[config.mk]
export PLATFORM = sky130hd
export DESIGN_NAME = lsu_mem_master
export DESIGN_NICKNAME = d
export VERILOG_FILES = /design/src/rtl/lsu_mem_master.sv
export SDC_FILE = /design/constraint.sdc
export NUM_CORES = 1
export LEC_CHECK = 0
export ABC_AREA = 1
export CAP_MARGIN = 20
export CORE_ASPECT_RATIO = 0.5
export CORE_UTILIZATION = 40
export DETAILED_ROUTE_END_ITERATION = 8
export PLACE_DENSITY_LB_ADDON = 0.2
export SYNTH_ARGS = -nofsm -noshare
export SYNTH_HDL_FRONTEND = slang
export SYNTH_SLANG_ARGS = --single-unit
[constraint.sdc]
create_clock -name clk -period 4 [get_ports clk]
set_clock_uncertainty 0.2 [all_clocks]
set_input_delay 0.8 -clock clk [delete_from_list [all_inputs] [get_ports clk]]
set_output_delay 0.8 -clock clk [all_outputs]
set_load 0.05 [all_outputs]
[src/rtl/lsu_mem_master.sv]
// lsu_mem_master: load/store unit driving the data-memory port with alignment checks and load extension
module lsu_mem_master #(
   parameter int MEM_LATENCY = 0
) (
   input  logic        clk,
   input  logic        rst_n,
   input  logic        req_valid,
   output logic        req_ready,
   input  logic        req_load,
   input  logic        req_store,
   input  logic [2:0]  req_funct3,
   input  logic [31:0] req_addr,
   input  logic [31:0] req_wdata,
   output logic        resp_valid,
   output logic [31:0] resp_rdata,
   output logic        exc_valid,
   output logic [3:0]  exc_cause,
   output logic [31:0] exc_tval,
   output logic        mrd,
   output logic        mwr,
   output logic [31:0] adr,
   output logic [31:0] d_in,
   output logic [3:0]  data_out_mask,
   input  logic [31:0] d_out
);
   localparam int CW = MEM_LATENCY > 0 ? $clog2(MEM_LATENCY + 1) : 1;
   typedef enum logic [1:0] {IDLE, ACCESS, RESP, TRAP} state_t;
   state_t state;
   logic [CW-1:0] count;
   logic [1:0] off_q;
   logic [2:0] f3_q;
   logic load_q, legal, misal;
   logic [3:0] mask_c;
   logic [31:0] wdata_c, rdata_c;
   logic [15:0] lane;
   // Classify the presented request and build its lane mask and replicated store data
   always_comb begin
      legal = (req_load ^ req_store) && (req_load ? (req_funct3 inside {3'b000, 3'b001, 3'b010, 3'b100, 3'b101})
                                                  : (req_funct3 inside {3'b000, 3'b001, 3'b010}));
      misal = (req_funct3[1:0] == 2'b01 && req_addr[0]) || (req_funct3[1:0] == 2'b10 && req_addr[1:0] != 2'b00);
      mask_c = req_funct3[1:0] == 2'b00 ? 4'b0001 << req_addr[1:0] :
               req_funct3[1:0] == 2'b01 ? (req_addr[1] ? 4'b1100 : 4'b0011) : 4'b1111;
      wdata_c = req_funct3[1:0] == 2'b00 ? {4{req_wdata[7:0]}} :
                req_funct3[1:0] == 2'b01 ? {2{req_wdata[15:0]}} : req_wdata;
   end
   // Pick the addressed byte/halfword out of the read word and sign- or zero-extend it
   always_comb begin
      lane = 16'(d_out >> {off_q, 3'b000});
      rdata_c = f3_q[1:0] == 2'b00 ? {{24{~f3_q[2] & lane[7]}}, lane[7:0]} :
                f3_q[1:0] == 2'b01 ? {{16{~f3_q[2] & lane[15]}}, lane} : d_out;
   end
   // Request FSM: accept, access memory for 1+MEM_LATENCY cycles, then pulse response or trap
   always_ff @(posedge clk or negedge rst_n) begin
      if (!rst_n) begin
         state <= IDLE;
         req_ready <= 1'b1;
         resp_valid <= 1'b0;
         exc_valid <= 1'b0;
         mrd <= 1'b0;
         mwr <= 1'b0;
         adr <= '0;
         d_in <= '0;
         data_out_mask <= '0;
         resp_rdata <= '0;
         exc_cause <= '0;
         exc_tval <= '0;
         count <= '0;
         off_q <= '0;
         f3_q <= '0;
         load_q <= 1'b0;
      end else begin
         resp_valid <= 1'b0;
         exc_valid <= 1'b0;
         mwr <= 1'b0;
         case (state)
            IDLE: if (req_valid) begin
               req_ready <= 1'b0;
               if (!legal || misal) begin
                  state <= TRAP;
                  exc_valid <= 1'b1;
                  exc_cause <= !legal ? 4'd2 : req_load ? 4'd4 : 4'd6;
                  exc_tval <= legal ? req_addr : 32'd0;
               end else begin
                  state <= ACCESS;
                  count <= CW'(MEM_LATENCY);
                  off_q <= req_addr[1:0];
                  f3_q <= req_funct3;
                  load_q <= req_load;
                  mrd <= req_load;
                  mwr <= req_store;
                  adr <= {req_addr[31:2], 2'b00};
                  data_out_mask <= mask_c;
                  d_in <= wdata_c;
               end
            end
            ACCESS: if (count == '0) begin
               state <= RESP;
               mrd <= 1'b0;
               resp_valid <= 1'b1;
               resp_rdata <= load_q ? rdata_c : 32'd0;
            end else begin
               count <= count - CW'(1);
            end
            default: begin
               state <= IDLE;
               req_ready <= 1'b1;
            end
         endcase
      end
   end
endmodule

==> results of run 1 <==
[metal layers]
metal,vias up,part of all wire [%],track usage (%)
li1,3188,-,-
met1,2973,46,31.7
met2,212,46,37.7
met3,18,6.6,5.00
met4,0,0.85,5.40
met5,-,0,0
[power groups by stage]
stage	sequential (W)	clock (W)	combinational, W
global route	0.00250	0.00162	0.00452
floorplan	0.00415	0	0.00104
global placement	0.00242	0	0.00423
CTS	0.00242	0.00156	0.00429
detailed placement	0.00243	0	0.00428
finish	0.00242	0.00152	0.00426
[cells by family after synthesis]
group	Yosys count
DFF	145
and+or+nand+nor	552
other	1
AOI/OAI and AO/OA	88
buffers and inverters	108
[cells in the final DEF, fill, tap and decap left out, types with 8 or more instances in the layout]
master	instances
nor3_1	8
o21ai_0	47
clkbuf_16	17
clkdlybuf4s50_1	239
buf_4	10
nand2_1	469
inv_1	56
nor2_1	37
o21bai_1	16
nand3_1	27
dfrtp_1	144
o21ai_1	14
[stage by stage]
step / power, W / util (%) / std cells
4_1_cts: 0.00826 / 60.0 / 1361
2_1_floorplan: 0.00519 / - / 897
5_1_grt: 0.00863 / 60.0 / 1361
6_report: 0.00821 / 60.0 / 1361
3_5_place_dp: 0.00671 / 56.5 / 1329
3_3_place_gp: 0.00666 / 56.5 / 1329
[worst min-delay path by stage]
stage | startpoint | end | depth (start not counted)
6_report | rst_n | d_in[4]$_DFFE_PN0P_ | 1
3_5_place_dp | d_in[14]$_DFFE_PN0P_ | d_in[14]$_DFFE_PN0P_ | 2
2_1_floorplan | rst_n | adr[10]$_DFFE_PN0P_ | 0
4_1_cts | rst_n | d_in[18]$_DFFE_PN0P_ | 1
5_1_grt | rst_n | d_in[17]$_DFFE_PN0P_ | 1
3_3_place_gp | adr[3]$_DFFE_PN0P_ | adr[3]$_DFFE_PN0P_ | 2
[registers in the layout (all words and copies together), names as in the netlist, 2 cells and up]
name,flops
data_out_mask,4
state,2
f3_q,3
d_in,32
adr,30
off_q,2
resp_rdata,32
exc_cause,2
exc_tval,32
[worst max-delay path, cell delays in order]
cell	delay, ns
clkdlybuf4s50_1	0.48
inv_1	0.19
nand2_1	0.15
nor2_1	0.05
nor2_1	0.20
nand2_2	0.13
nand2_2	0.39
buf_4	0.40
o21ai_0	0.14
[layout make-up]
cell class,instances,share of cell area [%]
well taps,227,2.88
clock inverters,15,1.41
flip-flops and latches,145,36.7
clock buffers,17,4.31
repair buffers,251,25.3
inverters,62,2.36
multi-input cells,644,27.0
==> qor.txt, run 1 <==
Status: finished clean
Setup TNS: 0 ns
Simple-gate share of the synthesized area: 31.9%
Count leader, synth: nand2_1
CP arrival: 2.95 ns
Flop pwr share: 29.5%
Total gr overflow: 0
Synth area leaders: dfrtp_1 (53%), nand2_1 (26%), o21ai_0 (3.5%)
H-tree lvl count: 4
Antenna Nets Post-Route: 0
Post-CTS setup buffer count: 0
Clock latency on the worst-skew pair: 0.40 ns
Mapped cell area: 0.00678 mm²
CTS root buf: clkbuf_16
WHS: 0.177 ns
Clk buf depth: 2
Yosys Warn Count: 0
Layout fillers: 1497
Vias in the first global route: 6183
Number of I/O pins: 245
Worst reg2reg path depth: 7
GR Util All Layers: 23.2%
Yosys reg bits: 145
Largest net degree at the start of global routing: 61
Final hold vios: 0
CP startpoint: req_funct3[1]
Post-DP Area: 0.00931 mm²
Logic pwr share: 51.9%
Post-synth EDFFs: 0
Register area: 0.00363 mm²
Synth async-reset ratio: 100%
R2R Setup Slk: 1.46 ns
Main synth FF type: dfrtp_1
Kind of critical path: input pin to flop
# setup viols final: 0
Synth Area per Inst: 7.58 µm²
Fin crit period: 2.87 ns
Req. time, crit path: 4.07 ns
CTS clk-pin slew, worst paths: 0.07 ns
Multi-input logic area: 0.00267 mm²
Via count: 6391
Internal power: 0.00420 W
CP Capture Point: exc_tval[16]$_DFFE_PN0P_
Adder-Cell Fraction of Synth Area: 0%
CTS tree: yes
Post-cts resize count: 0
DRC errors left: 0
Synth top area share: 53.2%
Chip width: 186 µm
Clk sink count: 145
# Max-Cap Violations: 0
Die area: 0.0175 mm²
VDD IR max: 0.406 mV
Critical path capture point type: flop
Final design area excluding fillers: 0.00988 mm²
Share of layout cells above drive strength 1: 5.29%
Hpwl dp: 13900 µm
Leak Pwr: 4.89 nW
Largest family of logic cells by synthesized area: simple AND/OR/NAND/NOR gates
Clock Power Share: 18.6%
Initial Utilization: 41.1%
Setup WS post-layout: 1.13 ns
Area of the core: 0.0165 mm²
1st-iter DRT viols: 408
Synth top cells by count: nand2_1 (469), dfrtp_1 (144), inv_1 (56), o21ai_0 (47), nor2_1 (37)
Max Slew Vio Count: 0
R2r startpoint: off_q[0]$_DFFE_PN0P_
Initial antenna violation count: 0
Number of library cell types mapped by synthesis: 25
Sw frac: 48.8%
Wire per inst: 14.5 µm
HP Class: input pin to async pin
Worst-path fanout max: 37
First-pass detailed-route iteration total: 5
Net count, final: 1225
Switching pwr: 0.00401 W
Final Cycle Share: 71.9%
Antenna Cells: 0
Leading area contributor after synthesis: dfrtp_1
Total CTS buffers: 17
# hold bufs at CTS: 0
Mux cell area share after synthesis: 0%
Startpoint types: input pin
Post-synthesis xor/xnor area fraction: 0%
Compound-Gate Fraction of Synth Area: 7.29%
FMAX: 348 MHz
First-pass GRT wire length: 31300 µm
WL final: 19700 µm
Unrepaired setup endpoints after global routing: false
Area delta synth->final: 45.8%
GP Congestion: 0.914
# rows: 33
Vias/cell: 4.70
Place WS: 0.733 ns
Cells after Synth: 894
Max-slew headroom: 37.8%
Pwr dens: 831 mW/mm²
I/O Buffers: 240
Sequential area share after synthesis: 53.6%
Reg2reg end: resp_rdata[17]$_DFFE_PN0P_
Die Ht: 94.0 µm
Least-Margin Pin Slew: 0.933 ns
(Power assumes the default switching activity.)
==> inputs of run 2 (changes only) <==
Clock period 4 ns to 2.9 ns, I/O delays scaled along.
==> run 2 against run 1 <==
Routed wire length grew 3.4%. Clock power grew 41%. Count of clock-buffer cells in the layout unchanged. Critical path depth decreased by 8. Critical path type is now flop to primary output. Largest power group unchanged.
==> qor.txt, run 2 (synthesis gave the netlist of run 1 again) <==
CP arrival: 1.75 ns (was 2.95 ns)
Antenna Cells: 0 (unchanged)
Setup WS post-layout: 0.366 ns (was 1.13 ns)
R2R Setup Slk: 0.68 ns (was 1.46 ns)
Most common cell after layout, fill and taps aside: nand2_1 (unchanged)
Internal power: 0.00591 W (was 0.00420 W)
Buffers & Inverters on Critical Path: 1 (was 3)
Crit path max-delay family: buffers and inverters (unchanged)
DRC errors left: 0 (unchanged)
H-tree lvl count: 4 (unchanged)
Post-CTS setup buffer count: 0 (unchanged)
I/O Buffers: 240 (unchanged)
Largest regs: d_in: 32 flops, exc_tval: 32 flops, resp_rdata: 32 flops (unchanged)
Layout fillers: 1494 (was 1497)
Chip width: 186 µm (unchanged)
Total gr overflow: 0 (unchanged)
Die Ht: 94.0 µm (unchanged)
Share of layout cells above drive strength 1: 5.87% (was 5.29%)
Clk sink count: 145 (unchanged)
Worst-path fanout max: 2 (was 37)
Highest routed layer: met4 (unchanged)
VDD IR max: 0.587 mV (was 0.406 mV)
Hold Path Sink: d_in[21]$_DFFE_PN0P_
CTS clk-pin slew, worst paths: 0.06 ns (was 0.07 ns)
Clk buf depth: 2 (unchanged)
DR WL met2: 9590 µm (was 9120 µm)
Vias/cell: 4.77 (was 4.70)
First-pass GRT wire length: 32100 µm (was 31300 µm)
Pwr dens: 1150 mW/mm² (was 831 mW/mm²)
Clock Power Share: 18.8% (was 18.6%)
Critical path capture point type: primary output (was flop)
Initial Utilization: 41.1% (unchanged)
Unrepaired setup endpoints after global routing: false (unchanged)
Reg2reg end: resp_rdata[27]$_DFFE_PN0P_ (was resp_rdata[17]$_DFFE_PN0P_)
Leak Pwr: 4.94 nW (was 4.89 nW)
Setup TNS: 0 ns (unchanged)
Status: finished clean (unchanged)
Vias in the first global route: 6250 (was 6183)
Place WS: 0.125 ns (was 0.733 ns)
Final Util: 60.6% (was 60.0%)
CTS root buf: clkbuf_16 (unchanged)
Hold_sp: d_in[21]$_DFFE_PN0P_
CP Cell Sequence: clkdlybuf4s50_1 (was clkdlybuf4s50_1, inv_1, nand2_1, nor2_1, nor2_1, nand2_2, nand2_2, buf_4, o21ai_0)
Kind of critical path: flop to primary output (was input pin to flop)
Clock latency on the worst-skew pair: 0.40 ns (about the same)
Post-cts resize count: 0 (unchanged)
Final Cycle Share: 87.4%
Req. time, crit path: 2.12 ns (was 4.07 ns)
GP Congestion: 0.899 (was 0.914)
Met3 WL: 1220 µm (was 1310 µm)
GR Util All Layers: 23.8% (was 23.2%)
Hpwl dp: 14600 µm (was 13900 µm)
Multi-input logic area: 0.00267 mm² (unchanged)
WHS: 0.268 ns (was 0.177 ns)
# setup viols final: 0 (unchanged)
1st-iter DRT viols: 394 (was 408)
Final hold vios: 0 (unchanged)
R2r startpoint: off_q[0]$_DFFE_PN0P_ (unchanged)
Flop pwr share: 28.8% (was 29.5%)
Register area: 0.00363 mm² (unchanged)
Max-slew headroom: 49.7% (was 37.8%)
Hold depth: 2
Total CTS buffers: 17 (unchanged)
Initial antenna violation count: 0 (unchanged)
# Max-Cap Violations: 0 (unchanged)
Most frequent cells in the layout: nand2_1 (469), clkdlybuf4s50_1 (239), dfrtp_1 (144) (unchanged)
# hold bufs at CTS: 1 (was 0)
Area of the core: 0.0165 mm² (unchanged)
Max Slew Vio Count: 0 (unchanged)
FMAX: 395 MHz
Die area: 0.0175 mm² (unchanged)
Number of I/O pins: 245 (unchanged)
Via count: 6528 (was 6391)
Switching pwr: 0.00554 W (was 0.00401 W)
Max stage delay on crit path: 0.82 ns (was 0.48 ns)
Largest net degree at the start of global routing: 64 (was 61)
Metal-1 WL: 9240 µm (was 9150 µm)
# rows: 33 (unchanged)
Area delta synth->final: 47.2% (was 45.8%)
Antenna Nets Post-Route: 0 (unchanged)
Worst reg2reg path depth: 8 (was 7)
HP Class: flop to flop (was input pin to async pin)
First-pass detailed-route iteration total: 5 (unchanged)
Logic pwr share: 52.4% (was 51.9%)
CP max-delay cell: clkdlybuf4s50_1 (unchanged)
Net count, final: 1233 (was 1225)
Wire per inst: 14.9 µm (was 14.5 µm)
CP startpoint: req_ready$_DFFE_PN1P_ (was req_funct3[1])
Least-Margin Pin Slew: 0.754 ns (was 0.933 ns)
WL final: 20400 µm (was 19700 µm)
Startpoint types: flop (was input pin)
Sw frac: 48.4% (was 48.8%)
CTS tree: yes (unchanged)
Fin crit period: 2.53 ns
==> run 2: changes by cell type in the layout (fill, tap and decap cells not counted), sizes merged <==
cell	change
buf	+7
bufinv	+1
clkinv	+2
dlygate4sd3	+1
inv	-3
==> run 2: area by class of cell <==
class / instances / area share [%]
clock inverter: 15 / 1.51
tap: 227 / 2.85
timing repair buffer: 259 / 25.9
sequential: 145 / 36.4
inverter: 62 / 2.33
multi-input combinational: 644 / 26.7
clock buffer: 17 / 4.26
==> run 2: how the worst max path moves through the flow <==
| stage | to | depth (start not counted) |
|---|---|---|
| final | req_ready | 1 |
| after CTS | req_ready | 1 |
| after floorplan | data_out_mask[1]$_DFFE_PN0P_ | 11 |
| after global routing | req_ready | 1 |
| after detailed placement | adr[27]$_DFFE_PN0P_ | 11 |
| after global placement | data_out_mask[2]$_DFFE_PN0P_ | 11 |
==> run 2: layer usage <==
layer  vias to the layer above  global-route usage (%)
met5                         -                       0
met4                         0                    6.63
met3                        27                    5.23
met2                       209                    38.9
met1                      3089                    32.0
li1                       3203                       -
==> run 2: power by group through the flow <==
stage	Clock, W	Sequential (W)	Combinational [W]
final	0.00215	0.00330	0.00599
after global routing	0.00229	0.00339	0.00638
after CTS	0.00220	0.00330	0.00603
after detailed placement	0	0.00331	0.00602
after global placement	0	0.00330	0.00594
after floorplan	0	0.00572	0.00143
==> run 2: stage by stage <==
step | instance area, µm² | power (W) | cells
floorplan | 6790 | 0.00715 | 897
global placement | 9390 | 0.00924 | 1336
detailed placement | 9390 | 0.00933 | 1336
CTS | 9980 | 0.0115 | 1369
global route | 9980 | 0.0121 | 1369
finish | 9980 | 0.0114 | 1369
